**config.mk**
```make
export PLATFORM = sky130hd
export DESIGN_NAME = mcd212_ram_arbiter
export DESIGN_NICKNAME = d
export VERILOG_FILES = /design/src/rtl/mcd212_pkg.sv /design/src/rtl/mcd212_ram_arbiter.sv
export SDC_FILE = /design/constraint.sdc
export NUM_CORES = 1
export LEC_CHECK = 0
export CAP_MARGIN = 20
export CORE_AREA = 3 3 88 132
export DETAILED_ROUTE_END_ITERATION = 10
export DIE_AREA = 0 0 91 135
export PLACE_DENSITY = 0.75
export SETUP_SLACK_MARGIN = 0.05
export SLEW_MARGIN = 25
export SYNTH_ARGS = -nofsm -noshare
export SYNTH_HDL_FRONTEND = slang
export SYNTH_SLANG_ARGS = --single-unit
```
**constraint.sdc**
```tcl
create_clock -name clk -period 2.1 [get_ports clk]
set_clock_uncertainty 0.1 [all_clocks]
set_input_delay 0.315 -clock clk [delete_from_list [all_inputs] [get_ports clk]]
set_output_delay 0.315 -clock clk [all_outputs]
set_load 0.03 [all_outputs]
```
**src/rtl/mcd212_pkg.sv**
```systemverilog
// Shared types and helpers for the MCD212 system RAM path.
// The CPU-to-RAM bank swizzle lives here so every CPU-side RAM user agrees on it.
package mcd212_pkg;

   typedef enum logic [1:0] {
      REQ_CH1 = 2'd0,
      REQ_CH2 = 2'd1,
      REQ_CPU = 2'd2
   } ram_requester_e;

   typedef enum logic [1:0] {
      ST_IDLE  = 2'd0,
      ST_ISSUE = 2'd1,
      ST_WAIT  = 2'd2,
      ST_RESP  = 2'd3
   } arb_state_e;

   typedef logic [18:0] ram_word_addr_t;

   // A18 selects the bank, so it becomes the top RAM index bit; A21 follows it.
   function automatic ram_word_addr_t cpu_to_ram_addr(input logic [22:1] cpu_addr);
      return {cpu_addr[18], cpu_addr[21], cpu_addr[17:1]};
   endfunction

endpackage

```
**src/rtl/mcd212_ram_arbiter.sv**
```systemverilog
// Arbitrates the shared MCD212 DRAM port between the CPU and two video fetch channels.
// One access in flight; fixed priority ch1 > ch2 > cpu with a CPU starvation slot.
module mcd212_ram_arbiter
   import mcd212_pkg::*;
#(
   parameter int RAM_LATENCY    = 1,
   parameter int CPU_SLOT_EVERY = 4
) (
   input  logic        clk,
   input  logic        reset_n,
   input  logic        cpu_req,
   input  logic [22:1] cpu_addr,
   input  logic        cpu_write,
   input  logic        cpu_uds,
   input  logic        cpu_lds,
   input  logic [15:0] cpu_wdata,
   output logic        cpu_ack,
   output logic [15:0] cpu_rdata,
   input  logic        ch1_req,
   input  logic [18:0] ch1_addr,
   input  logic        ch2_req,
   input  logic [18:0] ch2_addr,
   output logic        ch1_valid,
   output logic        ch2_valid,
   output logic [15:0] ch_rdata,
   output logic        ram_en,
   output logic        ram_we,
   output logic [1:0]  ram_be,
   output logic [18:0] ram_addr,
   output logic [15:0] ram_wdata,
   input  logic [15:0] ram_rdata
);

   localparam logic [2:0] LAT_LOAD   = 3'(RAM_LATENCY);
   localparam logic [3:0] SLOT_LIMIT = 4'(CPU_SLOT_EVERY);

   arb_state_e     state_q, state_d;
   ram_requester_e winner_q, winner_d;
   logic [2:0]     cnt_q, cnt_d;
   logic [3:0]     vid_run_q, vid_run_d;
   logic           mask_q, mask_d;
   logic           nop_q, nop_d;
   logic           ram_en_q, ram_en_d;
   logic           ram_we_q, ram_we_d;
   logic [1:0]     ram_be_q, ram_be_d;
   ram_word_addr_t ram_addr_q, ram_addr_d;
   logic [15:0]    ram_wdata_q, ram_wdata_d;
   logic           cpu_ack_q, cpu_ack_d;
   logic           ch1_valid_q, ch1_valid_d;
   logic           ch2_valid_q, ch2_valid_d;
   logic [15:0]    cpu_rdata_q, cpu_rdata_d;
   logic [15:0]    ch_rdata_q, ch_rdata_d;

   logic ch1_live, ch2_live, cpu_live, cpu_slot;

   // The requester served last is invisible for the one IDLE cycle after its pulse.
   assign ch1_live = ch1_req && !(mask_q && winner_q == REQ_CH1);
   assign ch2_live = ch2_req && !(mask_q && winner_q == REQ_CH2);
   assign cpu_live = cpu_req && !(mask_q && winner_q == REQ_CPU);
   assign cpu_slot = cpu_live && (vid_run_q == SLOT_LIMIT);

   always_comb begin
      state_d     = state_q;
      winner_d    = winner_q;
      cnt_d       = cnt_q;
      vid_run_d   = vid_run_q;
      mask_d      = 1'b0;
      nop_d       = nop_q;
      ram_en_d    = 1'b0;
      ram_we_d    = ram_we_q;
      ram_be_d    = ram_be_q;
      ram_addr_d  = ram_addr_q;
      ram_wdata_d = ram_wdata_q;
      cpu_ack_d   = 1'b0;
      ch1_valid_d = 1'b0;
      ch2_valid_d = 1'b0;
      cpu_rdata_d = cpu_rdata_q;
      ch_rdata_d  = ch_rdata_q;

      if (!cpu_req) begin
         vid_run_d = '0;
      end

      case (state_q)
         ST_IDLE: begin
            if (cpu_slot || (cpu_live && !ch1_live && !ch2_live)) begin
               winner_d    = REQ_CPU;
               ram_addr_d  = cpu_to_ram_addr(cpu_addr);
               ram_we_d    = cpu_write;
               ram_be_d    = {cpu_uds, cpu_lds};
               ram_wdata_d = cpu_wdata;
               // No byte lanes selected: run the handshake without touching RAM.
               nop_d       = !(cpu_uds || cpu_lds);
               ram_en_d    = cpu_uds || cpu_lds;
               vid_run_d   = '0;
               state_d     = ST_ISSUE;
            end else if (ch1_live || ch2_live) begin
               winner_d   = ch1_live ? REQ_CH1 : REQ_CH2;
               ram_addr_d = ch1_live ? ch1_addr : ch2_addr;
               ram_we_d   = 1'b0;
               ram_be_d   = 2'b11;
               nop_d      = 1'b0;
               ram_en_d   = 1'b1;
               if (cpu_req && vid_run_q != 4'hF) begin
                  vid_run_d = vid_run_q + 4'd1;
               end
               state_d = ST_ISSUE;
            end
         end
         ST_ISSUE: begin
            cnt_d   = LAT_LOAD;
            state_d = ST_WAIT;
         end
         ST_WAIT: begin
            if (cnt_q <= 3'd1) begin
               if (winner_q == REQ_CPU) begin
                  if (!ram_we_q && !nop_q) begin
                     cpu_rdata_d = ram_rdata;
                  end
                  cpu_ack_d = 1'b1;
               end else begin
                  ch_rdata_d  = ram_rdata;
                  ch1_valid_d = (winner_q == REQ_CH1);
                  ch2_valid_d = (winner_q == REQ_CH2);
               end
               state_d = ST_RESP;
            end else begin
               cnt_d = cnt_q - 3'd1;
            end
         end
         ST_RESP: begin
            mask_d  = 1'b1;
            state_d = ST_IDLE;
         end
         default: begin
            state_d = ST_IDLE;
         end
      endcase
   end

   always_ff @(posedge clk or negedge reset_n) begin
      if (!reset_n) begin
         state_q     <= ST_IDLE;
         winner_q    <= REQ_CH1;
         cnt_q       <= '0;
         vid_run_q   <= '0;
         mask_q      <= 1'b0;
         nop_q       <= 1'b0;
         ram_en_q    <= 1'b0;
         ram_we_q    <= 1'b0;
         ram_be_q    <= '0;
         ram_addr_q  <= '0;
         ram_wdata_q <= '0;
         cpu_ack_q   <= 1'b0;
         ch1_valid_q <= 1'b0;
         ch2_valid_q <= 1'b0;
         cpu_rdata_q <= '0;
         ch_rdata_q  <= '0;
      end else begin
         state_q     <= state_d;
         winner_q    <= winner_d;
         cnt_q       <= cnt_d;
         vid_run_q   <= vid_run_d;
         mask_q      <= mask_d;
         nop_q       <= nop_d;
         ram_en_q    <= ram_en_d;
         ram_we_q    <= ram_we_d;
         ram_be_q    <= ram_be_d;
         ram_addr_q  <= ram_addr_d;
         ram_wdata_q <= ram_wdata_d;
         cpu_ack_q   <= cpu_ack_d;
         ch1_valid_q <= ch1_valid_d;
         ch2_valid_q <= ch2_valid_d;
         cpu_rdata_q <= cpu_rdata_d;
         ch_rdata_q  <= ch_rdata_d;
      end
   end

   assign cpu_ack   = cpu_ack_q;
   assign cpu_rdata = cpu_rdata_q;
   assign ch1_valid = ch1_valid_q;
   assign ch2_valid = ch2_valid_q;
   assign ch_rdata  = ch_rdata_q;
   assign ram_en    = ram_en_q;
   assign ram_we    = ram_we_q;
   assign ram_be    = ram_be_q;
   assign ram_addr  = ram_addr_q;
   assign ram_wdata = ram_wdata_q;

endmodule

```
==> Yosys cells after proc, flatten, opt, wreduce, memory -nomap -nowiden <==
Index checks and enable logic that the tools add are counted.
{ "word_totals": {"mem_bits_ro": 0, "output_inout_bits": 74, "register_bits": 87, "mem_count": 0, "latch_bits": 0, "ram_bits": 0} }
{ "classes": {"n_eq_ne": 10, "magnitude_cmp": 1, "n_reduce_logical": 32, "addsub": 2, "bitwise": 1, "div_mod_pow": 0, "mux": 35, "multipliers": 0, "shift": 0} }
{ "op_table": {"columns": ["op", "count"], "rows": [
  ["two-way mux 19 bit", 3],
  ["two-way mux 4 bit", 5],
  ["two-way mux 1 bit", 17],
  ["two-way mux 2 bit", 7],
  ["logical AND 1 bit", 11],
  ["logical NOT 1 bit", 8],
  ["one-hot mux 2 bit (4 select lines)", 1],
  ["AND reduction 2 bit", 4],
  ["== test 2 bit (second input constant)", 3],
  ["one-hot mux 3 bit (2 select lines)", 1],
  ["adder 4 x 1 -> 4 bit (second input constant)", 1],
  ["== test 2 x 1 -> 1 bit (second input constant)", 2],
  ["== test 4 x 3 -> 1 bit (second input constant)", 1],
  ["logical NOT 2 bit", 2],
  ["inequality test 2 bit (second input constant)", 2],
  ["inequality test 4 bit (second input constant)", 1],
  ["AND reduction 4 bit", 1],
  ["nonzero test 2 bit", 2],
  ["less-or-equal comparator 3 x 1 -> 1 bit (second input constant)", 1],
  ["logical OR 1 bit", 3],
  ["two-way mux 3 bit", 1],
  ["inequality test 3 bit (second input constant)", 1],
  ["AND reduction 3 bit", 1],
  ["subtractor 3 x 1 -> 3 bit (second input constant)", 1],
  ["NOT 1 bit", 1]
]} }

==> Logic depth before layout (Yosys ltp) <==
Gate-level depths: netlist (run 1).
{ "depth": {"word_depth": 10, "mapped_depth": 9, "mapped_depth_nobuf": 7} }

==> Worst setup path after synthesis (run 1) <==
Ideal clock, no wire load.
{ "synth_path": {"path_kind": "register -> register", "from": "reg cnt_q[1]", "to": "reg cpu_rdata_q[10], in the netlist cpu_rdata[10]", "n_path_buf": 2, "path_stages_with_launch": 10, "path_slack_ns": -0.036, "arrival_ns": 1.911, "required_time_ns": 1.875, "path_cell_list": "dfrtp_1 > inv_1 > ha_1 > o21ba_1 > nor2_2 > nand2_2 > or4_1 > buf_2 > buf_6 > mux2_4"} }
{ "synth_via": {"elab_chain_cells": 2} }
{ "synth_lines": {"columns": ["item", "line_no", "text"], "rows": [
  ["from (decl)", "mcd212_ram_arbiter.sv:39", "logic [2:0] cnt_q, cnt_d;"],
  ["from (signal assigned)", "mcd212_ram_arbiter.sv:162", "cnt_q <= cnt_d;"],
  ["less-or-equal comparator 3 x 1 -> 1 bit", "mcd212_ram_arbiter.sv:115", "if (cnt_q <= 3'd1) begin"],
  ["AND reduction 4 bit (no source line)", null, null],
  ["to (signal assigned)", "mcd212_ram_arbiter.sv:174", "cpu_rdata_q <= cpu_rdata_d;"],
  ["to (decl)", "mcd212_ram_arbiter.sv:51", "logic [15:0] cpu_rdata_q, cpu_rdata_d;"]
]} }
No other way between the ends.
A chain may end at the register's enable or synchronous reset.

==> Final worst setup path (run 1) <==
{ "layout_path": {"from": "reg vid_run_q[0]", "to": "reg ram_wdata_q[3], in the netlist ram_wdata[3]"} }
{ "layout_via": {"elab_chain_cells": 4} }
{ "layout_lines": {"columns": ["item", "line_no", "text"], "rows": [
  ["from (decl)", "mcd212_ram_arbiter.sv:40", "logic [3:0] vid_run_q, vid_run_d;"],
  ["from (signal assigned)", "mcd212_ram_arbiter.sv:163", "vid_run_q <= vid_run_d;"],
  ["== test 4 x 3 -> 1 bit", "mcd212_ram_arbiter.sv:60", "assign cpu_slot = cpu_live && (vid_run_q == SLOT_LIMIT);"],
  ["logical AND 1 bit", "mcd212_ram_arbiter.sv:60", null],
  ["logical OR 1 bit", "mcd212_ram_arbiter.sv:86", "if (cpu_slot || (cpu_live && !ch1_live && !ch2_live)) begin"],
  ["AND reduction 2 bit (no source line)", null, null],
  ["to (signal assigned)", "mcd212_ram_arbiter.sv:170", "ram_wdata_q <= ram_wdata_d;"],
  ["to (decl)", "mcd212_ram_arbiter.sv:47", "logic [15:0] ram_wdata_q, ram_wdata_d;"]
]} }
No other way between the ends.

==> results of run 1 <==
[tightest hold or removal path: stages, from the launching register on]
cell and delay (ns):
dfrtp_1 0.34, nand2_1 0.05, o21ai_1 0.06
[state kept, by name, summed over array words and instances, names as in the netlist]
name       flops
vid_run_q      4
ch1_valid      1
state_q        2
winner_q       2
ram_wdata     16
ch2_valid      1
ram_en         1
ram_be         2
cpu_ack        1
nop_q          1
ch_rdata      16
mask_q         1
ram_addr      19
ram_we         1
cnt_q          3
cpu_rdata     16
[power by group through the flow]
stage / logic (W) / clock network [W] / registers, W
detailed placement: 0.00534 / 0 / 0.00296
floorplan: 0.00169 / 0 / 0.00429
finish: 0.00590 / 0.00149 / 0.00294
global placement: 0.00521 / 0 / 0.00291
global route: 0.00624 / 0.00159 / 0.00305
CTS: 0.00564 / 0.00153 / 0.00293
[repair_timing]
action	in CTS	in global routing
hold buffers	1	0
setup buffers	12	5
pin swaps	3	10
setup endpoints to repair	51	57
gates cloned	3	2
endpoints found under the hold margin	37	0
resized for setup	15	30
[final timing paths]
path | to | cells after the start | slack, ns | startpoint
worst min register to register | ram_addr[11]$_DFFE_PN0P_ | 2 | 0.38 | ram_addr[11]$_DFFE_PN0P_
worst max-delay path | ram_wdata[3]$_DFFE_PN0P_ | 9 | -0.01 | vid_run_q[0]$_DFF_PN0_
max in group asynchronous | ram_wdata[3]$_DFFE_PN0P_ | 3 | 0.93 | reset_n
worst min-delay path | ram_addr[11]$_DFFE_PN0P_ | 2 | 0.38 | ram_addr[11]$_DFFE_PN0P_
worst max register to register | ram_wdata[3]$_DFFE_PN0P_ | 9 | -0.01 | vid_run_q[0]$_DFF_PN0_
min in group asynchronous | ch_rdata[13]$_DFFE_PN0P_ | 2 | 0.41 | reset_n
[area by class of cell]
| type | instances | area [um^2] | area share, % |
|---|---|---|---|
| inverters | 9 | 33.8 | 0.499 |
| multi-input cells | 202 | 1860 | 27.5 |
| well taps | 144 | 180 | 2.66 |
| clock inverters | 2 | 15.0 | 0.222 |
| repair buffers | 218 | 2240 | 33.1 |
| flip-flops and latches | 87 | 2180 | 32.2 |
| clock buffers | 14 | 264 | 3.90 |
[metrics by stage]
stage	cell area, um^2	utilization (%)	setup TNS, ns
finish	6770	64.0	-0.0512
global route	6770	64.0	-2.18
CTS	6560	61.9	0
detailed placement	6040	57.1	-10.27
global placement	6040	57.1	-7.47
floorplan	4030	-	-0.198
[per-layer routing]
| layer | track usage [%] | share of wire [%] | up-vias | wire (um) |
|---|---|---|---|---|
| met1 | 19.8 | 39 | 1635 | 4570 |
| li1 | - | - | 1535 | - |
| met2 | 35.0 | 55 | 106 | 6440 |
| met4 | 6.38 | 1.9 | 0 | 221 |
| met5 | 0 | 0 | - | 0 |
| met3 | 3.23 | 3.5 | 16 | 407 |
[cells in the final DEF (no fill, tap or decap), drive strengths merged, types with 2 or more instances in the layout]
cell,synthesis,final
nor4b,2,2
inv,9,9
mux2,69,69
o21ai,26,26
o22ai,2,2
mux2i,23,23
nor3,3,3
clkinvlp,0,2
nand2b,2,2
buf,12,46
clkbuf,6,16
a21oi,2,2
o21a,2,2
and3,2,2
nor2,9,9
dfrtp,87,87
nand3,3,3
ha,8,8
nor3b,2,2
nand2,31,31
o31ai,1,2
clkdlybuf4s50,0,169
[logic make-up (layout without fill, tap and decap cells)]
logic type      count (synthesis)  count (layout)
mux                            92              92
simple gates                   60              60
flops                          87              87
fa+ha+maj                       8               8
compound gates                 41              42
buf+inv                        27             243
==> flow_summary.json, run 1 <==
{
  "status": "complete, but fails checks",
  "violations": "setup timing",
  "cts_sinks": 87,
  "critical_path_class": "reg2reg",
  "vias": 3292,
  "core_area_um2": 10600,
  "clock_path_buffers": 2,
  "dieArea_um2": 12300,
  "grt_pass1_wl_um": 17700,
  "cp_slowest_stage_delay_ns": 0.38,
  "port_buffers": 170,
  "grt_pass1_vias": 3593,
  "p_clk_share_pct": 14.4,
  "worstHoldPathType": "reg2reg",
  "nNetsFinal": 635,
  "synth_adder_area_share_pct": 2.50,
  "switching_share_pct": 39.5,
  "cp.required_ns": 2.21,
  "synth_top_area_share_pct": 54.3,
  "clk_pin_slew_ns": 0.06,
  "fin_ws_ns": -0.0149,
  "synth_area_leaders": "dfrtp_1, mux2_2, mux2_1, mux2i_1, mux2_4",
  "ant_nets": 0,
  "synth_cell_type_count": 42,
  "endpoint_kind": "register",
  "worstPathCellList": "inv_1 -> ha_2 -> and3b_1 -> a211oi_2 -> or2_1 -> buf_6 -> nor2_8 -> clkbuf_16 -> mux2_1",
  "synth_edf_count": 0,
  "pwr-share-seq_pct": 28.5,
  "peakVddDrop_mv": 0.683,
  "intPower_w": 0.00625,
  "power.density_nw_per_um2": 1520,
  "hold_viol_final": 0,
  "cpMaxStageDelayCell": "dfrtp_1",
  "path_buf_inv": 3,
  "synth_fp_nets": 423,
  "cts_tree": "built",
  "placed_cells": 637,
  "die_w_um": 91,
  "cts_root_buf": "clkbuf_16",
  "grt_use_total_pct": 18.2,
  "yosysMostFrequentCell": "dfrtp_1",
  "syn2layout_area_growth_pct": 68.9,
  "cts_max_level": 3,
  "crit_arrival_ns": 2.23,
  "dpl.hpwl_um": 8030,
  "total_power_w": 0.0103,
  "rsz0062_at_grt": "yes",
  "critPathLaunchType": "register",
  "maxCapViolCount": 0,
  "synth_compound_area_share_pct": 6.12,
  "drt-wirelength-per-cell_um": 17.2,
  "first_pass_iters": 4,
  "place_congestion": 0.764,
  "tightest_slew_ns": 0.542,
  "antenna_found_initial": 0,
  "crit_path_max_fanout": 4,
  "fillCellCount": 838,
  "ys_seq_area_share_pct": 54.3,
  "synth.largest_area_cell": "dfrtp_1",
  "dp_slack_ns": -0.292,
  "p_leak_nw": 3.05,
  "die_h_um": 135,
  "async_flop_share_pct": 100,
  "rows": 46,
  "synth_mux_area_share_pct": 26.1,
  "vias_per_cell": 4.87,
  "synth_top_family_by_area": "multiplexers",
  "n_antenna_cell": 0,
  "grt_max_degree": 41,
  "drive_gt1_share_pct": 26.3,
  "synth_cells": 315,
  "combPwrFrac_pct": 57.1,
  "synthFlopType": "dfrtp_1",
  "layoutNonFillerInstCount": 676,
  "ys_seq_elements": 87,
  "synth_simple_gate_area_share_pct": 7.64,
  "drc": 0,
  "timing.hold.ws_ns": 0.380,
  "insertion_delay_ns": 0.33,
  "grt_overflow": 0,
  "period_share_pct": 101,
  "switchingPower_w": 0.00408,
  "synth_area_um2": 4010,
  "setup_viol": 5,
  "io_pins": 174,
  "slew_violations": 0,
  "cts_buffers": 9,
  "synth_common_cells": "dfrtp_1, mux2_2, nand2_1",
  "first_iter_violations": 79,
  "slew_headroom_pct": 63.9,
  "syn_avg_cell_area_um2": 12.7,
  "fin_crit_ns": 2.11,
  "yosys_warnings": 0,
  "initial_utilization_pct": 37.9,
  "cp_top_family": "simple AND/OR/NAND/NOR gates",
  "drt-total-wl_um": 11600,
  "yosys.area_share.xor_xnor_pct": 0,
  "max_freq_mhz": 473
}
(Power assumes the default switching activity.)
==> run 2: changes to the inputs <==
- ABC_CLOCK_PERIOD_IN_PS: not set -> 2100
- CAP_MARGIN: 20 -> not set
- CORE_AREA: 3 3 88 132 -> 3 3 101 151
- DIE_AREA: 0 0 91 135 -> 0 0 104 154
- PLACE_DENSITY: 0.75 -> not set
==> run 2 against run 1 <==
  * The flow now finishes without violations
  * Hold slack worse by 0.020 ns
  * Clock-buffer cell count is 4 lower
  * Global-route usage shrank 4.5 points
  * Utilization fell by 17 points
  * Combinational power decreased by 6.8%
  * Clock power is 10% higher
  * Sequential power hardly changed
  * Flip-flop and latch count unchanged
  * Setup slack better by 0.032 ns
  * Critical path type unchanged
  * Highest routed layer unchanged
==> flow_summary.json, run 2 (synthesis results as in run 1) <==
{
  "status": "completed",
  "cts_sinks": 87,
  "syn2layout_area_growth_pct": 63.7,
  "most-common-layout-cells": "clkdlybuf4s50_1, dfrtp_1, mux2_2",
  "pwr-share-seq_pct": 29.2,
  "switching_share_pct": 39.8,
  "n_antenna_cell": 0,
  "grt_max_degree": 59,
  "peakVddDrop_mv": 0.522,
  "p_clk_share_pct": 16.3,
  "crit_path_max_fanout": 7,
  "ant_nets": 0,
  "fin_ws_ns": 0.0166,
  "setup_tns_ns": 0,
  "intPower_w": 0.00607,
  "cts_buffers": 9,
  "tightest_slew_ns": 0.434,
  "setup_viol": 0,
  "dp_slack_ns": -0.315,
  "switchingPower_w": 0.00401,
  "first_pass_iters": 4,
  "rsz0062_at_grt": "yes",
  "die_w_um": 104,
  "wl_met3_um": 557,
  "maxCapViolCount": 0,
  "cts_tree": "built",
  "first_iter_violations": 122,
  "grt_pass1_wl_um": 17600,
  "die_h_um": 154,
  "endpoint_kind": "register",
  "cts_max_level": 3,
  "grt_use_total_pct": 13.7,
  "drt-wirelength-per-cell_um": 16.2,
  "clock_path_buffers": 2,
  "critPathLaunchType": "register",
  "vias_per_cell": 4.43,
  "hold_viol_final": 0,
  "cp.required_ns": 2.23,
  "multi_input_area_um2": 1800,
  "cts_root_buf": "clkbuf_16",
  "vias": 3128,
  "nNetsFinal": 617,
  "fillCellCount": 1336,
  "timing.hold.ws_ns": 0.360,
  "p_leak_nw": 2.93,
  "mostFrequentLayoutCell": "clkdlybuf4s50_1",
  "antenna_found_initial": 0,
  "crit_arrival_ns": 2.21,
  "grt_pass1_vias": 3310,
  "drc": 0,
  "rrSetupSlack_ns": 0.02,
  "max_freq_mhz": 480,
  "drt-total-wl_um": 11400,
  "largest_reg_flops": 19,
  "crit_start": "cnt_q[0]$_DFFE_PN0P_",
  "insertion_delay_ns": 0.34,
  "wl_met2_um": 6340,
  "critical_path_class": "reg2reg",
  "clk_pin_slew_ns": 0.07,
  "total_power_w": 0.0101,
  "worstHoldPathType": "in2async",
  "place_congestion": 0.761,
  "rows": 53,
  "maxUsedRoutingLayer": "met4",
  "grt_overflow": 0,
  "rr_startpoint": "cnt_q[0]$_DFFE_PN0P_",
  "fin_crit_ns": 2.08,
  "io_pins": 174,
  "slew_violations": 0,
  "area.sequential_um2": 2180,
  "dpl.hpwl_um": 8320,
  "slew_headroom_pct": 71.1,
  "combPwrFrac_pct": 54.5,
  "dieArea_um2": 16000,
  "period_share_pct": 99.2,
  "port_buffers": 170,
  "power.density_nw_per_um2": 1540,
  "initial_utilization_pct": 28.5,
  "drive_gt1_share_pct": 21.8,
  "core_area_um2": 14100,
  "drt-met1-wl_um": 4380
}
[run 2: cell count changes in the layout (fill, tap and decap cells not counted), moves of 2 or more]
cell / change
mux2_4: -5
clkbuf_1: -3
buf_4: -12
mux2_1: +5
clkbuf_16: -2
buf_6: -2
mux2i_1: +2
inv_6: +2
buf_12: -3
[run 2: metrics by stage]
| step | cells | utilization (%) | area [um^2] |
|---|---|---|---|
| 3_3_place_gp | 681 | 43.2 | 6070 |
| 5_1_grt | 706 | 46.7 | 6570 |
| 6_report | 706 | 46.7 | 6570 |
| 4_1_cts | 704 | 46.2 | 6490 |
| 2_1_floorplan | 315 | - | 4030 |
| 3_5_place_dp | 681 | 43.2 | 6070 |
[run 2: power groups by stage]
stage / combinational (W) / sequential [W] / clock, W
2_1_floorplan: 0.00169 / 0.00429 / 0
3_3_place_gp: 0.00525 / 0.00292 / 0
3_5_place_dp: 0.00533 / 0.00296 / 0
4_1_cts: 0.00547 / 0.00294 / 0.00171
5_1_grt: 0.00585 / 0.00305 / 0.00177
6_report: 0.00550 / 0.00294 / 0.00164
[run 2: timing repair]
| action | CTS | global route |
|---|---|---|
| resized for setup | 11 | 15 |
| hold buffers | 1 | 0 |
| cloned | 1 | 2 |
| endpoints found under the setup margin | 53 | 57 |
| endpoints found under the hold margin | 29 | 0 |
| pin swaps | 0 | 4 |
| buffers inserted | 5 | 0 |
[run 2: layout make-up]
type                            count  share of cell area, %
Clock buffer                       10                   3.64
Clock inverter                      6                   1.03
Inverter                            9                  0.514
Multi-Input combinational cell    203                   27.4
Sequential cell                    87                   33.2
Tap cell                          192                   3.66
Timing Repair Buffer              199                   30.5
[run 2: worst paths after layout]
| check | cells past startpoint | to |
|---|---|---|
| max reg2reg | 7 | cpu_rdata[15]$_DFFE_PN0P_ |
| min | 2 | ram_addr[10]$_DFFE_PN0P_ |
| min reg2reg | 1 | ram_wdata[2]$_DFFE_PN0P_ |
| max | 7 | cpu_rdata[15]$_DFFE_PN0P_ |
| min in group clk | 1 | ram_wdata[2]$_DFFE_PN0P_ |
| max in group asynchronous | 3 | ram_addr[18]$_DFFE_PN0P_ |
[run 2: critical path, stage by stage (launching register included)]
cell and delay (ns):
dfrtp_1 0.44, ha_4 0.15, o21ba_4 0.15, nor2_4 0.09, nand2_2 0.06, or4_4 0.49, buf_6 0.18, mux2_4 0.30
[run 2: per-layer routing]
metal,up-vias,GRT usage (%)
li1,1502,-
met1,1527,15.4
met2,88,25.0
met3,11,3.99
met4,0,4.31
met5,-,0
